**src/rtl/judge_tally.sv**
```systemverilog
// rtl/judge_tally.sv - judge code classifier with per-class tallies, tagged FIFO and run FSM
// Optional feature macro: JUDGE_TALLY_SAT_EN (tallies saturate instead of wrapping).
module judge_tally #(
  parameter int DEPTH = 4,
  parameter int CNT_W = 8
) (
  input  logic             clk,
  input  logic             rst_n,
  input  logic             start,
  input  logic             stop,
  input  logic             in_valid,
  output logic             in_ready,
  input  logic [2:0]       judge,
  output logic             out_valid,
  input  logic             out_ready,
  output logic [2:0]       out_judge,
  output logic [CNT_W-1:0] out_seq,
  output logic [CNT_W-1:0] pass_cnt,
  output logic [CNT_W-1:0] fail_cnt,
  output logic [CNT_W-1:0] err_cnt,
  output logic             busy,
  output logic             done
);

  localparam int AW = $clog2(DEPTH);
  localparam logic [CNT_W-1:0] CNT_ONE = {{(CNT_W-1){1'b0}}, 1'b1};
  localparam logic [AW:0]      PTR_ONE = {{AW{1'b0}}, 1'b1};

  typedef enum logic [1:0] {S_IDLE, S_RUN, S_DRAIN} state_e;

  state_e           state_q, state_d;
  logic [AW:0]      wr_ptr_q, wr_ptr_d, rd_ptr_q, rd_ptr_d;
  logic [CNT_W-1:0] seq_q, seq_d;
  logic [CNT_W-1:0] pass_q, pass_d, fail_q, fail_d, err_q, err_d;
  logic             done_q, done_d;
  logic [2:0]       mem_judge_q [DEPTH];
  logic [CNT_W-1:0] mem_seq_q   [DEPTH];

  logic full, empty, accept, push, pop;

  function automatic logic [CNT_W-1:0] bump(input logic [CNT_W-1:0] v);
`ifdef JUDGE_TALLY_SAT_EN
    return (&v) ? v : v + CNT_ONE;
`else
    return v + CNT_ONE;
`endif
  endfunction

  assign full      = (wr_ptr_q[AW-1:0] == rd_ptr_q[AW-1:0]) && (wr_ptr_q[AW] != rd_ptr_q[AW]);
  assign empty     = (wr_ptr_q == rd_ptr_q);
  assign in_ready  = (state_q == S_RUN) && !full;
  assign out_valid = !empty;
  assign accept    = in_valid && in_ready;
  assign push      = accept && (judge != 3'b000);
  assign pop       = out_valid && out_ready;

  assign out_judge = out_valid ? mem_judge_q[rd_ptr_q[AW-1:0]] : 3'b000;
  assign out_seq   = out_valid ? mem_seq_q[rd_ptr_q[AW-1:0]] : '0;
  assign pass_cnt  = pass_q;
  assign fail_cnt  = fail_q;
  assign err_cnt   = err_q;
  assign busy      = (state_q != S_IDLE);
  assign done      = done_q;

  always_comb begin
    state_d  = state_q;
    done_d   = 1'b0;
    seq_d    = seq_q;
    pass_d   = pass_q;
    fail_d   = fail_q;
    err_d    = err_q;
    wr_ptr_d = push ? wr_ptr_q + PTR_ONE : wr_ptr_q;
    rd_ptr_d = pop  ? rd_ptr_q + PTR_ONE : rd_ptr_q;

    case (state_q)
      S_IDLE: begin
        if (start) begin
          state_d = S_RUN;
          seq_d   = '0;
          pass_d  = '0;
          fail_d  = '0;
          err_d   = '0;
        end
      end
      S_RUN: begin
        if (stop) state_d = S_DRAIN;
      end
      S_DRAIN: begin
        // Leave on the edge that empties the FIFO so done lines up with the last pop.
        if (rd_ptr_d == wr_ptr_q) begin
          state_d = S_IDLE;
          done_d  = 1'b1;
        end
      end
      default: state_d = S_IDLE;
    endcase

    if (push) begin
      seq_d = seq_q + CNT_ONE;
      case (judge)
        3'b001:  pass_d = bump(pass_q);
        3'b010:  fail_d = bump(fail_q);
        default: err_d  = bump(err_q);
      endcase
    end
  end

  always_ff @(posedge clk or negedge rst_n) begin
    if (!rst_n) begin
      state_q  <= S_IDLE;
      wr_ptr_q <= '0;
      rd_ptr_q <= '0;
      seq_q    <= '0;
      pass_q   <= '0;
      fail_q   <= '0;
      err_q    <= '0;
      done_q   <= 1'b0;
      for (int i = 0; i < DEPTH; i++) begin
        mem_judge_q[i] <= 3'b000;
        mem_seq_q[i]   <= '0;
      end
    end else begin
      state_q  <= state_d;
      wr_ptr_q <= wr_ptr_d;
      rd_ptr_q <= rd_ptr_d;
      seq_q    <= seq_d;
      pass_q   <= pass_d;
      fail_q   <= fail_d;
      err_q    <= err_d;
      done_q   <= done_d;
      if (push) begin
        mem_judge_q[wr_ptr_q[AW-1:0]] <= judge;
        mem_seq_q[wr_ptr_q[AW-1:0]]   <= seq_q;
      end
    end
  end

endmodule

```
**config.mk**
```make
export PLATFORM = sky130hd
export DESIGN_NAME = judge_tally
export DESIGN_NICKNAME = d
export VERILOG_FILES = /design/src/rtl/judge_tally.sv
export SDC_FILE = /design/constraint.sdc
export NUM_CORES = 1
export LEC_CHECK = 0
export CAP_MARGIN = 10
export CORE_MARGIN = 2
export CORE_UTILIZATION = 35
export DETAILED_ROUTE_END_ITERATION = 10
export GPL_TIMING_DRIVEN = 0
export SETUP_SLACK_MARGIN = 0.1
export SLEW_MARGIN = 40
export SYNTH_ARGS = -nofsm -noshare
export SYNTH_HDL_FRONTEND = slang
export SYNTH_SLANG_ARGS = --single-unit
```
**constraint.sdc**
```tcl
create_clock -name clk -period 5.6 [get_ports clk]
set_clock_uncertainty 0.15 [all_clocks]
set_input_delay 1.12 -clock clk [delete_from_list [all_inputs] [get_ports clk]]
set_output_delay 1.12 -clock clk [all_outputs]
set_load 0.01 [all_outputs]
```
==> run metrics, run 1 <==
Resized cells post-CTS 0; routed vias approximately 2900; cells on worst reg2reg path 6; core region area 0.0120 sq mm; antenna-violating nets left 0; average routed wire per standard cell between 15 and 20 microns; H-tree levels 3; top area cells in the synthesized netlist dfrtp_1 50%, mux2_2 9.5%, mux4_2 5.8%, mux2_4 3.5%, nand2_1 3.4%; die height 115 microns; core occupancy in the finished layout 44.6%; number of nets in the synthesized netlist between 300 and 400; capture point of the worst reg-to-reg path mem_seq_q[14]$_DFFE_PN0P_; Hold Crit Class reg2reg; Setup CP Type reg2out; clk root buf clkbuf_16; global-route total usage across every layer roughly 15%; Syn Std Cell Area 0.00429 sq mm; FMAX 0.251 GHz; highest fanout seen on the critical path 10; fraction of synthesized cell area taken by the top area cell type 49.6%; number of CTS-inserted buffers 9; number of fill cells between 1000 and 1500; sum of negative setup slack 0 ps; crit end category primary output; Min-Delay Endpoint pass_cnt[7]$_DFF_PN0_; number of synthesized register bits 85; post-synthesis cell type with the largest combined area dfrtp_1; library cell contributing the largest single delay on the critical path xnor2_1; horizontal die dimension 115 microns; initial antenna violation count 0; chain of cells forming the critical path buf_2 > xnor2_1 > nand3_1 > clkbuf_1 > and2_1 > clkdlybuf4s50_1; via/cell ratio 5.17; worst-margin pin slew 758 ps; Initial Utilization 35.8%; reg2reg start rd_ptr_q[1]$_DFF_PN0_; total number of nets in the final design 424; Seq pwr share about 34%; detailed-routing iteration count for the pre-antenna-repair pass 4; Reg2Reg Setup Slack 3220 ps; clock latency at the later pin of the worst-skew pair 340 ps; internal power of the cells 0.00165 W; via count of the first global-routing pass about 2900; fraction of layout instances using a drive strength above 1 22.9%; final hold violation count 0; FFs w/ async S/R, synth 100%; Data arrival, critical path roughly 2700 ps; area growth from synthesis to layout 24.5%; slowest cell delay on critical path 480 ps; final number of max-transition violations 0; critical path launch point type flop; largest net degree at the start of global routing 49; Worst IR Drop VDD 0.194 mV; most common library cells after synthesis 85 x dfrtp_1, 39 x nand2_1, 36 x mux2_2, 16 x nand3_1, 14 x mux2i_1; number of rows created at floorplan 40; Synth Instances 347; ANT cells 0; total congestion overflow 0; routed wire length just over 9 mm; Final HPWL DP 6.37 mm; proportion of total power due to net switching between 30% and 40%; number of buffers inserted to repair setup after CTS 0; post-route clock period utilization between 70% and 80%; Final Critical Period 3980 ps; multi-input gate area in the final layout 0.00204 sq mm; hold-fix buffers at CTS 0; most repeated cell in the gate-level netlist after synthesis dfrtp_1; start point of the worst hold path pass_cnt[7]$_DFF_PN0_; proportion of synthesized chip area in sequential cells between 40% and 50%; mean cell area of the mapped netlist approximately 12 sq um; leakage power total 2.42 nW; count of distinct cell types in the synthesized netlist 53; unrepaired setup endpoints after global routing no; total of warnings raised by yosys 0; global-route wire length before repair 15.1 mm; count of input and output buffers 47; endpoint required time on the critical path ~4300 ps; relative slew slack 49.4%; net switching power figure 0.000786 W; area of all sequential standard cells between 0.002 and 0.0025 sq mm; final estimated routing congestion in global placement approximately 0.76; dominant register cell in the synthesized netlist dfrtp_1; DR iter-0 viols 144; part of the total power dissipated in the clock network 29.7%; Sinks on Clock Net 85; instance count along the most critical hold path 1; run status completed; power per cell area between 400 and 500 mW/mm^2; CTS clk-pin slew, worst paths 60 ps; number of buffers on the longest clock path 2; clock tree from TritonCTS yes; # setup viols final 0; number of max-cap violations 0; DRC violations left 0; Comb power frac 36.0%; die footprint 0.0131 sq mm; number of flops mapped to enable cells by yosys 0; number of primary I/O pins 48
-- metal layers --
metal  wire, microns  part of all wire, %  GRT usage [%]
met4              89                 0.97           3.90
met2            4250                   46           22.4
met3             276                  3.0           3.92
met5               0                    0              0
met1            4520                   50           21.5
-- area by class of cell --
cell class                      count  area share [%]
Sequential cell                    85            39.8
Inverter                            5           0.352
Timing Repair Buffer               48            9.35
Buffer                             18            1.97
Clock buffer                       10            4.29
Clock inverter                      6            2.51
Multi-Input combinational cell    239            38.2
Tap cell                          147            3.45
-- registers in the layout (all words and copies together), names as in the netlist --
name	cells
rd_ptr_q	3
mem_judge_q	12
done	1
err_cnt	8
seq_q	8
mem_seq_q	32
fail_cnt	8
pass_cnt	8
wr_ptr_q	3
state_q	2
-- kinds of logic (layout without fill, tap and decap cells) --
group,after synthesis,after routing,synth area share [%]
buffers and inverters,23,87,2.89
adder cells (fa/ha/maj),9,9,2.63
multiplexers,71,71,22.0
XOR/XNOR,14,14,3.18
AO/OA/AOI/OAI,36,36,6.57
AND/OR/NAND/NOR,109,109,13.1
flip-flops,85,85,49.6
-- critical path: cells and delay by family (launching register included) --
family / cells / cell delay [ps]
xor+xnor: 1 / 480
simple gates: 2 / 540
buf+inv: 3 / 960
flops: 1 / 380
-- power by group through the flow --
stage               Clock, W  Combinational, W  Sequential [W]
floorplan                  0          0.000598        0.000824
global placement           0          0.000866        0.000839
detailed placement         0          0.000888        0.000847
CTS                 0.000744          0.000890        0.000836
global route        0.000768          0.000965        0.000856
finish              0.000723          0.000878        0.000837
-- per-stage QoR --
step	area, sq um	setup slack (ps)	cells	hold WS (ps)	power (W)
final	5340	1620	558	338	0.00244
after global routing	5340	1450	558	352	0.00259
after CTS	5330	1600	558	338	0.00247
after detailed placement	4970	1980	542	319	0.00173
after global placement	4940	99.0	541	319	0.00170
after floorplan	4290	2830	347	324	0.00142
-- cells in the final DEF, fill, tap and decap left out, types with 2 or more instances in the layout --
cell	n
a211o_1	4
a21oi_1	3
a311oi_2	2
and2_1	12
and3_1	3
and3_2	3
buf_2	5
buf_4	2
buf_6	2
bufinv_16	4
clkbuf_1	10
clkbuf_16	9
clkdlybuf4s50_1	46
dfrtp_1	85
ha_1	9
inv_1	5
mux2_2	36
mux2_4	10
mux2i_1	14
mux4_2	11
nand2_1	39
nand3_1	16
nand3b_1	2
nand4_1	8
nor2_1	5
nor3_1	9
o21ai_0	9
o311ai_0	2
o31ai_1	2
o41ai_1	2
or3_1	3
xnor2_1	9
xor2_1	4
-- worst max-delay path by stage --
stage | from | end | slack, ps | depth (start not counted)
floorplan | rd_ptr_q[1]$_DFF_PN0_ | out_judge[0] | 2830 | 5
global placement | rst_n | state_q[1]$_DFFE_PN0P_ | 100 | 1
detailed placement | judge[0] | pass_cnt[4]$_DFF_PN0_ | 1980 | 5
CTS | rd_ptr_q[1]$_DFF_PN0_ | out_seq[2] | 1600 | 6
global route | rd_ptr_q[0]$_DFF_PN0_ | out_seq[2] | 1450 | 6
finish | rd_ptr_q[1]$_DFF_PN0_ | out_seq[2] | 1620 | 6
(Power assumes the default switching activity.)
==> run 2: changes to the inputs <==
==> constraint.sdc (replaced) <==
create_clock -name clk -period 3.3 [get_ports clk]
set_clock_uncertainty 0.15 [all_clocks]
set_input_delay 0.66 -clock clk [delete_from_list [all_inputs] [get_ports clk]]
set_output_delay 0.66 -clock clk [all_outputs]
set_load 0.01 [all_outputs]
==> run metrics, run 2 (synthesized netlist as in run 1, its figures left out) <==
routed wire length 9.18 mm; DR iter-0 viols 182; Sinks on Clock Net 85; final non-filler cell area 0.00540 sq mm; DRC violations left 0; H-tree levels 3; Hold Crit Class in2async; number of buffers inserted to repair setup after CTS 0; post-route clock period utilization 94.2%; chain of cells forming the critical path buf_2 > xnor2_4 > nand3_2 > buf_2 > and2_1 > clkdlybuf4s50_1; power per cell area 787 mW/mm^2; relative slew slack between 50% and 60%; library cell contributing the largest single delay on the critical path clkdlybuf4s50_1; area growth from synthesis to layout 25.9%; leakage power total between 2 and 2.5 nW; number of max-cap violations 0; met1 GRT Util 21.7%; total number of nets in the final design 424; hold-fix buffers at CTS 0; clock latency at the later pin of the worst-skew pair 340 ps; crit end category primary output; fraction of layout instances using a drive strength above 1 24.3%; biggest regs mem_seq_q x32, mem_judge_q x12; number of primary I/O pins 48; core region area 0.0120 sq mm; run status completed; via/cell ratio 5.14; critical path launch point type flop; core occupancy in the finished layout 45.1%; final hold violation count 0; slowest cell delay on critical path 480 ps; initial antenna violation count 0; final number of max-transition violations 0; sum of negative setup slack 0 ps; clk root buf clkbuf_16; overall power approximately 0.0042 W; leading cell types in the layout, fill and taps excluded 85 x dfrtp_1, 46 x clkdlybuf4s50_1, 39 x nand2_1; Worst IR Drop VDD ~0.33 mV; GR Layer Usage met3 under 10%; Worst Hold Margin 79.6 ps; Setup CP Type reg2out; largest net degree at the start of global routing 49; Final Critical Period 3110 ps; cell area reported after detailed placement ~0.0050 sq mm; die height 115 microns; CTS clk-pin slew, worst paths approximately 60 ps; met2 global-route usage 22.2%; Initial Utilization between 30 and 40%; Data arrival, critical path around 2300 ps; total congestion overflow 0; number of buffers on the longest clock path 2; die footprint about 0.013 sq mm; Final HPWL DP 6.37 mm; horizontal die dimension 115 microns; highest fanout seen on the critical path 10; global-route total usage across every layer 15.0%; global-route wire length before repair 15.1 mm; final estimated routing congestion in global placement 0.756; via count of the first global-routing pass 2886; most common cell after layout, fill and taps aside dfrtp_1; ANT cells 0; register ranked first by flip-flop count mem_seq_q; antenna-violating nets left 0; Largest register FFs 32; clock tree from TritonCTS yes; FMAX 0.322 GHz; detailed-routing iteration count for the pre-antenna-repair pass 4; most numerous cell on the critical path buf_2; unrepaired setup endpoints after global routing no; routed vias 2870; endpoint required time on the critical path 2490 ps; count of input and output buffers 47; routing layer with the top usage in global route met2; worst-margin pin slew 730 ps; average routed wire per standard cell 16.4 microns; number of rows created at floorplan 40; number of CTS-inserted buffers 9; # setup viols final 0
[run 2: cell count changes in the layout (fill, tap and decap cells not counted), sizes merged]
cell / change
buf: +1
clkbuf: -1
[run 2: what timing repair did]
action                                  4_1_cts  5_1_grt
pin swaps                                     0        0
endpoints found under the setup margin       12        9
resized for setup                             8        3
[run 2: cell type report]
cell class | count | area (sq um)
repair buffers | 48 | 499
inverters | 5 | 18.8
multi-input cells | 239 | 2090
clock inverters | 6 | 134
well taps | 147 | 184
fillers | 1116 | 6560
clock buffers | 10 | 229
plain buffers | 18 | 114
flip-flops and latches | 85 | 2130
[run 2: routing by layer]
layer  wire length (microns)  up-vias
met2                    4270       39
met1                    4560     1435
met5                       0        -
met3                     261        6
li1                        -     1390
met4                      89        0
[run 2: final timing paths]
check | startpoint | endpoint | slack (ps) | depth (start not counted)
hold reg to reg | pass_cnt[7]$_DFF_PN0_ | pass_cnt[7]$_DFF_PN0_ | 340 | 1
max in group asynchronous | rst_n | seq_q[2]$_DFFE_PN0P_ | 2370 | 2
setup / recovery | rd_ptr_q[1]$_DFF_PN0_ | out_seq[2] | 190 | 6
setup reg to reg | rd_ptr_q[2]$_DFF_PN0_ | mem_seq_q[14]$_DFFE_PN0P_ | 950 | 5
hold / removal | rst_n | seq_q[5]$_DFFE_PN0P_ | 80 | 1
min in group clk | pass_cnt[7]$_DFF_PN0_ | pass_cnt[7]$_DFF_PN0_ | 340 | 1
[run 2: report_power, final]
group / leakage [nW] / switching (W) / internal (W)
Sequential: 1.14 / 0.000193 / 0.00124
Clock: 0.177 / 0.000412 / 0.000818
Combinational: 1.12 / 0.000776 / 0.000806
Total: 2.44 / 0.00138 / 0.00287
[run 2: metrics by stage]
stage               cells  setup slack, ps
global route          558              106
CTS                   558              122
detailed placement    542              136
global placement      541            -1740
floorplan             347              992
finish                558              192
[run 2: worst max-delay path: cells and delay by family (launching register included)]
| kind | cells | cell delay, ps |
|---|---|---|
| buffers and inverters | 3 | 930 |
| XOR/XNOR | 1 | 280 |
| flip-flops | 1 | 390 |
| AND/OR/NAND/NOR | 2 | 370 |
==> run 3: changes to the inputs <==
--- a/config.mk
+++ b/config.mk
@@ -10,6 +10,7 @@
 export CORE_UTILIZATION = 35
 export DETAILED_ROUTE_END_ITERATION = 10
 export GPL_TIMING_DRIVEN = 0
+export PLACE_DENSITY = 0.6
 export SETUP_SLACK_MARGIN = 0.1
 export SLEW_MARGIN = 40
 export SYNTH_ARGS = -nofsm -noshare
==> results of run 3 <==
The final DEF is identical to that of run 2; final timing and power are the same.
